`src/rtl/dcache_ctrl.sv`:
```
// dcache_ctrl: one-at-a-time load/store sequencer for a write-back, write-allocate set-associative data cache.
// Define DCACHE_PERF_CNT_EN to add hit/miss counter outputs.
module dcache_ctrl #(
    parameter  int NUM_WAY        = 2,
    parameter  int BYTES_PER_LINE = 16,
    parameter  int NUM_LINE       = 256,
    localparam int WORDS_PER_LINE = BYTES_PER_LINE / 4,
    localparam int OFFSET_WIDTH   = $clog2(BYTES_PER_LINE),
    localparam int INDEX_WIDTH    = $clog2(NUM_LINE),
    localparam int TAG_WIDTH      = 32 - OFFSET_WIDTH - INDEX_WIDTH,
    localparam int BANK_NUM_WIDTH = $clog2(WORDS_PER_LINE),
    localparam int LINE_WIDTH     = BYTES_PER_LINE * 8,
    localparam int RR_WIDTH       = (NUM_WAY > 1) ? $clog2(NUM_WAY) : 1
) (
    input  logic                      clk,
    input  logic                      reset,
    input  logic                      i_req_valid,
    output logic                      o_req_ready,
    input  logic                      i_req_op,
    input  logic [31:0]               i_req_addr,
    input  logic [3:0]                i_req_wstrb,
    input  logic [31:0]               i_req_wdata,
    output logic                      o_resp_valid,
    output logic [31:0]               o_resp_rdata,
    output logic                      o_rd_req,
    input  logic                      i_rd_ready,
    output logic [31:0]               o_rd_addr,
    input  logic                      i_ret_valid,
    input  logic                      i_ret_last,
    input  logic [31:0]               i_ret_data,
    output logic                      o_wr_req,
    input  logic                      i_wr_ready,
    output logic [31:0]               o_wr_addr,
    output logic [LINE_WIDTH-1:0]     o_wr_data,
`ifdef DCACHE_PERF_CNT_EN
    output logic [31:0]               o_hit_cnt,
    output logic [31:0]               o_miss_cnt,
`endif
    output logic [INDEX_WIDTH-1:0]    o_tbl_index,
    output logic [TAG_WIDTH-1:0]      o_tbl_tag,
    output logic [BANK_NUM_WIDTH-1:0] o_tbl_bank_num,
    output logic [NUM_WAY-1:0]        o_tbl_read_way,
    output logic [NUM_WAY-1:0]        o_tbl_d_way,
    output logic [INDEX_WIDTH-1:0]    o_tbl_d_index,
    input  logic [NUM_WAY-1:0]        i_tbl_hit_way,
    input  logic [NUM_WAY-1:0]        i_tbl_v_ways,
    input  logic [31:0]               i_tbl_rdata,
    input  logic [LINE_WIDTH-1:0]     i_tbl_read_line,
    input  logic [TAG_WIDTH-1:0]      i_tbl_read_tag,
    input  logic                      i_tbl_dirty,
    output logic                      o_tbl_write,
    output logic [NUM_WAY-1:0]        o_tbl_write_way,
    output logic [INDEX_WIDTH-1:0]    o_tbl_write_index,
    output logic [BANK_NUM_WIDTH-1:0] o_tbl_write_bank_num,
    output logic [31:0]               o_tbl_write_data,
    output logic [3:0]                o_tbl_write_strb,
    output logic [NUM_WAY-1:0]        o_tbl_d_write_way,
    output logic                      o_tbl_d_write,
    output logic [NUM_WAY-1:0]        o_tbl_tag_v_write_way,
    output logic [TAG_WIDTH-1:0]      o_tbl_tag_write,
    output logic                      o_tbl_v_write
);

    typedef enum logic [2:0] {
        S_IDLE,
        S_LOOKUP,
        S_MISS,
        S_WB,
        S_RD_REQ,
        S_REFILL,
        S_RESP
    } state_t;

    state_t                    r_state;
    logic [31:0]               r_addr;
    logic                      r_op;
    logic [3:0]                r_wstrb;
    logic [31:0]               r_wdata;
    logic [NUM_WAY-1:0]        r_victim;
    logic                      r_victim_vld;
    logic [RR_WIDTH-1:0]       r_rr;
    logic [BANK_NUM_WIDTH-1:0] r_cnt;
    logic [31:0]               r_wb_addr;
    logic [LINE_WIDTH-1:0]     r_wb_line;
    logic [31:0]               r_resp_rdata;

    logic [INDEX_WIDTH-1:0]    w_index;
    logic [TAG_WIDTH-1:0]      w_tag;
    logic [BANK_NUM_WIDTH-1:0] w_bank;
    logic                      w_hit;
    logic [NUM_WAY-1:0]        w_victim;
    logic                      w_victim_vld;
    logic [31:0]               w_merge;
    logic                      w_unused_ok;

    assign w_index     = r_addr[OFFSET_WIDTH +: INDEX_WIDTH];
    assign w_tag       = r_addr[31 -: TAG_WIDTH];
    assign w_bank      = r_addr[2 +: BANK_NUM_WIDTH];
    assign w_hit       = |i_tbl_hit_way;
    assign w_unused_ok = ^r_addr[1:0];

    // An empty way always beats the round-robin choice; lowest index wins.
    always_comb begin
        w_victim       = '0;
        w_victim[r_rr] = 1'b1;
        for (int w = NUM_WAY - 1; w >= 0; w--) begin
            if (!i_tbl_v_ways[w]) begin
                w_victim    = '0;
                w_victim[w] = 1'b1;
            end
        end
        w_victim_vld = |(w_victim & i_tbl_v_ways);
    end

    // Store-miss data is folded into the refill beat of the requested word.
    always_comb begin
        w_merge = i_ret_data;
        if (r_op && (r_cnt == w_bank)) begin
            for (int b = 0; b < 4; b++) begin
                if (r_wstrb[b]) begin
                    w_merge[8*b +: 8] = r_wdata[8*b +: 8];
                end
            end
        end
    end

    always_ff @(posedge clk) begin
        if (reset) begin
            r_state      <= S_IDLE;
            r_addr       <= '0;
            r_op         <= 1'b0;
            r_wstrb      <= '0;
            r_wdata      <= '0;
            r_victim     <= '0;
            r_victim_vld <= 1'b0;
            r_rr         <= '0;
            r_cnt        <= '0;
            r_wb_addr    <= '0;
            r_wb_line    <= '0;
            r_resp_rdata <= '0;
        end else begin
            case (r_state)
                S_IDLE: begin
                    if (i_req_valid) begin
                        r_addr  <= i_req_addr;
                        r_op    <= i_req_op;
                        r_wstrb <= i_req_wstrb;
                        r_wdata <= i_req_wdata;
                        r_state <= S_LOOKUP;
                    end
                end
                S_LOOKUP: begin
                    if (w_hit) begin
                        if (!r_op) begin
                            r_resp_rdata <= i_tbl_rdata;
                        end
                        r_state <= S_IDLE;
                    end else begin
                        r_victim     <= w_victim;
                        r_victim_vld <= w_victim_vld;
                        r_state      <= S_MISS;
                    end
                end
                S_MISS: begin
                    r_wb_line <= i_tbl_read_line;
                    r_wb_addr <= {i_tbl_read_tag, w_index, {OFFSET_WIDTH{1'b0}}};
                    r_state   <= (r_victim_vld && i_tbl_dirty) ? S_WB : S_RD_REQ;
                end
                S_WB: begin
                    if (i_wr_ready) begin
                        r_state <= S_RD_REQ;
                    end
                end
                S_RD_REQ: begin
                    if (i_rd_ready) begin
                        r_cnt   <= '0;
                        r_state <= S_REFILL;
                    end
                end
                S_REFILL: begin
                    if (i_ret_valid) begin
                        r_cnt <= r_cnt + 1'b1;
                        if (!r_op && (r_cnt == w_bank)) begin
                            r_resp_rdata <= i_ret_data;
                        end
                        // A short burst still closes the line and marks it valid.
                        if (i_ret_last) begin
                            r_rr    <= (r_rr == RR_WIDTH'(NUM_WAY - 1)) ? '0 : r_rr + 1'b1;
                            r_state <= S_RESP;
                        end
                    end
                end
                S_RESP: begin
                    r_state <= S_IDLE;
                end
                default: begin
                    r_state <= S_IDLE;
                end
            endcase
        end
    end

    assign o_req_ready  = (r_state == S_IDLE);
    assign o_rd_req     = (r_state == S_RD_REQ);
    assign o_wr_req     = (r_state == S_WB);
    assign o_rd_addr    = {w_tag, w_index, {OFFSET_WIDTH{1'b0}}};
    assign o_wr_addr    = r_wb_addr;
    assign o_wr_data    = r_wb_line;
    assign o_resp_valid = ((r_state == S_LOOKUP) && w_hit) || (r_state == S_RESP);
    assign o_resp_rdata = (r_state == S_LOOKUP) ? i_tbl_rdata : r_resp_rdata;

    // Array control; every write enable is suppressed while reset is asserted.
    always_comb begin
        o_tbl_index           = (r_state == S_IDLE) ? i_req_addr[OFFSET_WIDTH +: INDEX_WIDTH] : w_index;
        o_tbl_d_index         = o_tbl_index;
        o_tbl_tag             = w_tag;
        o_tbl_bank_num        = w_bank;
        o_tbl_read_way        = '0;
        o_tbl_d_way           = '0;
        o_tbl_write           = 1'b0;
        o_tbl_write_way       = '0;
        o_tbl_write_index     = w_index;
        o_tbl_write_bank_num  = w_bank;
        o_tbl_write_data      = r_wdata;
        o_tbl_write_strb      = r_wstrb;
        o_tbl_d_write_way     = '0;
        o_tbl_d_write         = 1'b0;
        o_tbl_tag_v_write_way = '0;
        o_tbl_tag_write       = w_tag;
        o_tbl_v_write         = 1'b0;
        if (!reset) begin
            case (r_state)
                S_LOOKUP: begin
                    if (w_hit && r_op) begin
                        o_tbl_write       = 1'b1;
                        o_tbl_write_way   = i_tbl_hit_way;
                        o_tbl_d_write_way = i_tbl_hit_way;
                        o_tbl_d_write     = 1'b1;
                    end
                end
                S_MISS: begin
                    o_tbl_read_way = r_victim;
                    o_tbl_d_way    = r_victim;
                end
                S_REFILL: begin
                    if (i_ret_valid) begin
                        o_tbl_write          = 1'b1;
                        o_tbl_write_way      = r_victim;
                        o_tbl_write_bank_num = r_cnt;
                        o_tbl_write_data     = w_merge;
                        o_tbl_write_strb     = 4'hF;
                        o_tbl_d_write_way    = r_victim;
                        o_tbl_d_write        = r_op;
                        if (i_ret_last) begin
                            o_tbl_tag_v_write_way = r_victim;
                            o_tbl_v_write         = 1'b1;
                        end
                    end
                end
                default: begin
                end
            endcase
        end
    end

`ifdef DCACHE_PERF_CNT_EN
    logic [31:0] r_hit_cnt;
    logic [31:0] r_miss_cnt;

    always_ff @(posedge clk) begin
        if (reset) begin
            r_hit_cnt  <= '0;
            r_miss_cnt <= '0;
        end else if (r_state == S_LOOKUP) begin
            if (w_hit) begin
                r_hit_cnt <= r_hit_cnt + 32'd1;
            end else begin
                r_miss_cnt <= r_miss_cnt + 32'd1;
            end
        end
    end

    assign o_hit_cnt  = r_hit_cnt;
    assign o_miss_cnt = r_miss_cnt;
`else
    // Counters compiled out; no other logic depends on them.
`endif

endmodule
```
`config.mk`:
```
export PLATFORM = sky130hd
export DESIGN_NAME = dcache_ctrl
export DESIGN_NICKNAME = d
export VERILOG_FILES = /design/src/rtl/dcache_ctrl.sv
export SDC_FILE = /design/constraint.sdc
export NUM_CORES = 1
export LEC_CHECK = 0
export BUFFER_PORTS_ARGS = -buffer_cell sky130_fd_sc_hd__buf_2
export CAP_MARGIN = 20
export CORE_AREA = 5 5 247 249
export CTS_CLUSTER_DIAMETER = 150
export CTS_CLUSTER_SIZE = 30
export DETAILED_ROUTE_END_ITERATION = 10
export DIE_AREA = 0 0 252 254
export SYNTH_ARGS = -nofsm -noshare
export SYNTH_HDL_FRONTEND = slang
export SYNTH_SLANG_ARGS = --single-unit
```
`constraint.sdc`:
```
create_clock -name clk -period 2.55 [get_ports clk]
set_input_delay 0.1275 -clock clk [delete_from_list [all_inputs] [get_ports clk]]
set_output_delay 0.1275 -clock clk [all_outputs]
set_load 0.01 [all_outputs]
```
==> results_dict.tcl <==
set metrics [dict create \
    die-width_um 252 \
    maxCapViolCount 0 \
    yosysMostFrequentCell "nand2_1" \
    worstSkewPairLatency_ns 0.52 \
    hold_viol_final 0 \
    vias_per_cell 4.31 \
    worstPathRequired_ns 2.42 \
    total_power_mw 8.99 \
    seqPwrFrac 0.494 \
    cts_tree "built" \
    gp_congestion 0.874 \
    core_sq_mm 0.0585 \
    synthArstFlopShare 0 \
    p_int_mw 6.35 \
    slew_violations 0 \
    dieArea_sq_mm 0.0640 \
    cts_buffers 12 \
    ys_ff_latch 264 \
    synth_area_sq_mm 0.0115 \
    clock_path_buffers 3 \
    synth_common_cells "nand2_1, dfxtp_1, a21oi_1, mux2_2, buf_4" \
    diodes 0 \
    final_util 0.321 \
    ys_seq_area_frac 0.461 \
    dpl.hpwl_mm 35.0 \
    grt_pass1_wl_mm 73.0 \
    startpoint_type "flip-flop" \
    swShare 0.294 \
    syn_inst 1407 \
    synth_ff_type "dfxtp_1" \
    r2r_slack_ns 0.15 \
    status "finished clean" \
    grtUsageTotal 0.140 \
    chipHeight_um 254 \
    avgSynthCellArea_sq_um 8.15 \
    clock.fmax_ghz 0.408 \
    antenna_left 0 \
    synth_top_area_frac 0.461 \
    end_kind "output port" \
    worstPathArrival_ns 2.33 \
    clk_transition_reported_paths_ns 0.13 \
    power.leakage_nw 8.43 \
    rsz0062_at_grt "no" \
    netlist_top_cells_area "dfxtp_1, nand2_1, a21oi_1" \
    clockPowerShare 0.259 \
    rows 89 \
    critical_path_class "reg2out" \
    yosysUniqueCellTypes 39 \
    num_vias 13002 \
    drive_gt1_frac 0.365 \
    first_global_vias 12796 \
    wl_per_cell_um 16.5 \
    grt.overflow.total 0 \
    worstPathMaxFanout 8 \
    skew_ns 0.0325 \
    vdd_drop_max_mv 0.568 \
    fin_ws_ns 0.0962 \
    synthToLayoutAreaGrowth_pct 63.4 \
    hold_path.class "in2reg" \
    numPortBuffers 627 \
    dr.pass1.iters 5 \
    slew_headroom 0.271 \
    place_ws_ns 0.237 \
    yosysWarnings 0 \
    cts_max_level 1 \
    setup_violations 0 \
    min_period_ns 2.45 \
    antenna_found_initial 5 \
    yosys.area.top_type "dfxtp_1" \
    tns_ns 0 \
    routed_wl_mm 49.7 \
    switchingPower_mw 2.64 \
    p_per_area_mw_per_mm2 480 \
    drtIter0Drc 946 \
    final_cells 3019 \
    numClockSinks 264 \
    dp.cells 2677 \
    synth-edff-count 0 \
    grt_max_degree 157 \
    max_slew.worst_pin.slew_ns 1.09 \
    cts_root_buffer "clkbuf_16" \
    drcViolationCount 0 \
    period_share 0.962 \
    nNetsFinal 2538 \
    comb_power_share 0.247 \
    start_util 0.196 \
    num_io_pins 638 \
]
==> flip-flops by register name (all words and copies together) (netlist names) <==
name	count
o_wr_data	128
r_resp_rdata	32
r_wdata	32
r_addr	30
o_wr_addr	28
r_wstrb	4
r_state	3
r_cnt	2
r_victim	2
r_op	1
r_rr	1
r_victim_vld	1
==> worst paths after layout <==
check / start / cells after the start / end
max: r_cnt[0] / 6 / o_tbl_write_data[0]
min: i_ret_valid / 4 / r_cnt[0]
max reg2reg: r_state[2] / 7 / r_resp_rdata[15]
min reg2reg: o_wr_data[117] / 2 / o_wr_data[117]
==> logic make-up (layout without fill, tap and decap cells) <==
logic type	Yosys count	after routing	share of synthesized area
other cells	1	8	0.000327
compound gates	311	311	0.173
simple gates	574	574	0.200
buf+inv	181	1013	0.0903
flops	264	264	0.461
xor+xnor	3	3	0.00360
mux	73	73	0.0716
==> stage by stage <==
| step | instance area, sq um | hold slack [ns] |
|---|---|---|
| finish | 18700 | 0.0445 |
| global route | 18700 | 0.0328 |
| CTS | 18700 | 0.0110 |
| detailed placement | 15100 | 0.373 |
| global placement | 15100 | 0.368 |
| floorplan | 11500 | 0.263 |
==> power groups by stage <==
| stage | clock (mW) | sequential (mW) | combinational (mW) |
|---|---|---|---|
| floorplan | 0 | 4.52 | 1.04 |
| global placement | 0 | 4.53 | 1.78 |
| detailed placement | 0 | 4.53 | 1.79 |
| CTS | 2.46 | 4.43 | 2.20 |
| global route | 2.57 | 4.46 | 2.40 |
| finish | 2.33 | 4.44 | 2.22 |
==> per-layer routing <==
| layer | track usage | share of wire | vias up |
|---|---|---|---|
| li1 | - | - | 6266 |
| met2 | 0.250 | 0.50 | 563 |
| met5 | 0 | 0.00097 | - |
| met1 | 0.170 | 0.40 | 6071 |
| met3 | 0.0261 | 0.068 | 94 |
| met4 | 0.0458 | 0.033 | 8 |
==> final cells by class <==
class | instances | area, sq um
multi-input combinational | 969 | 5230
clock inverter | 1 | 7.51
fill | 6066 | 39700
timing repair buffer | 997 | 6910
tap | 773 | 967
clock buffer | 14 | 329
sequential | 264 | 5290
inverter | 1 | 3.75
==> layout by cell type, fill, tap and decap left out, types with 3 or more instances in the layout <==
cell,count
a21oi_1,260
a311oi_1,4
a311oi_2,30
a31oi_4,4
and2_1,3
buf_12,15
buf_2,626
buf_4,36
clkbuf_16,13
conb_1,8
dfxtp_1,262
dlygate4sd3_1,318
mux2_2,70
nand2_1,492
nand2b_1,8
nand3_1,35
nor2_1,9
nor3_2,3
o21ai_0,5
==> worst max-delay path: stages (launching register included) <==
cell and delay, ns:
dfxtp_2 0.39, xor2_2 0.22, nor2_4 0.39, a31oi_4 0.14, buf_12 0.20, mux2_1 0.31
buf_2 0.14
==> repair_timing <==
item                                   CTS  global route
setup endpoints to repair               32            78
endpoints found under the hold margin  251             1
pin swaps                                0             3
gates resized for setup                  2             6
hold buffers                           317             1
buffers inserted                         5             4
No activity file was read; power rests on OpenSTA's default activity.
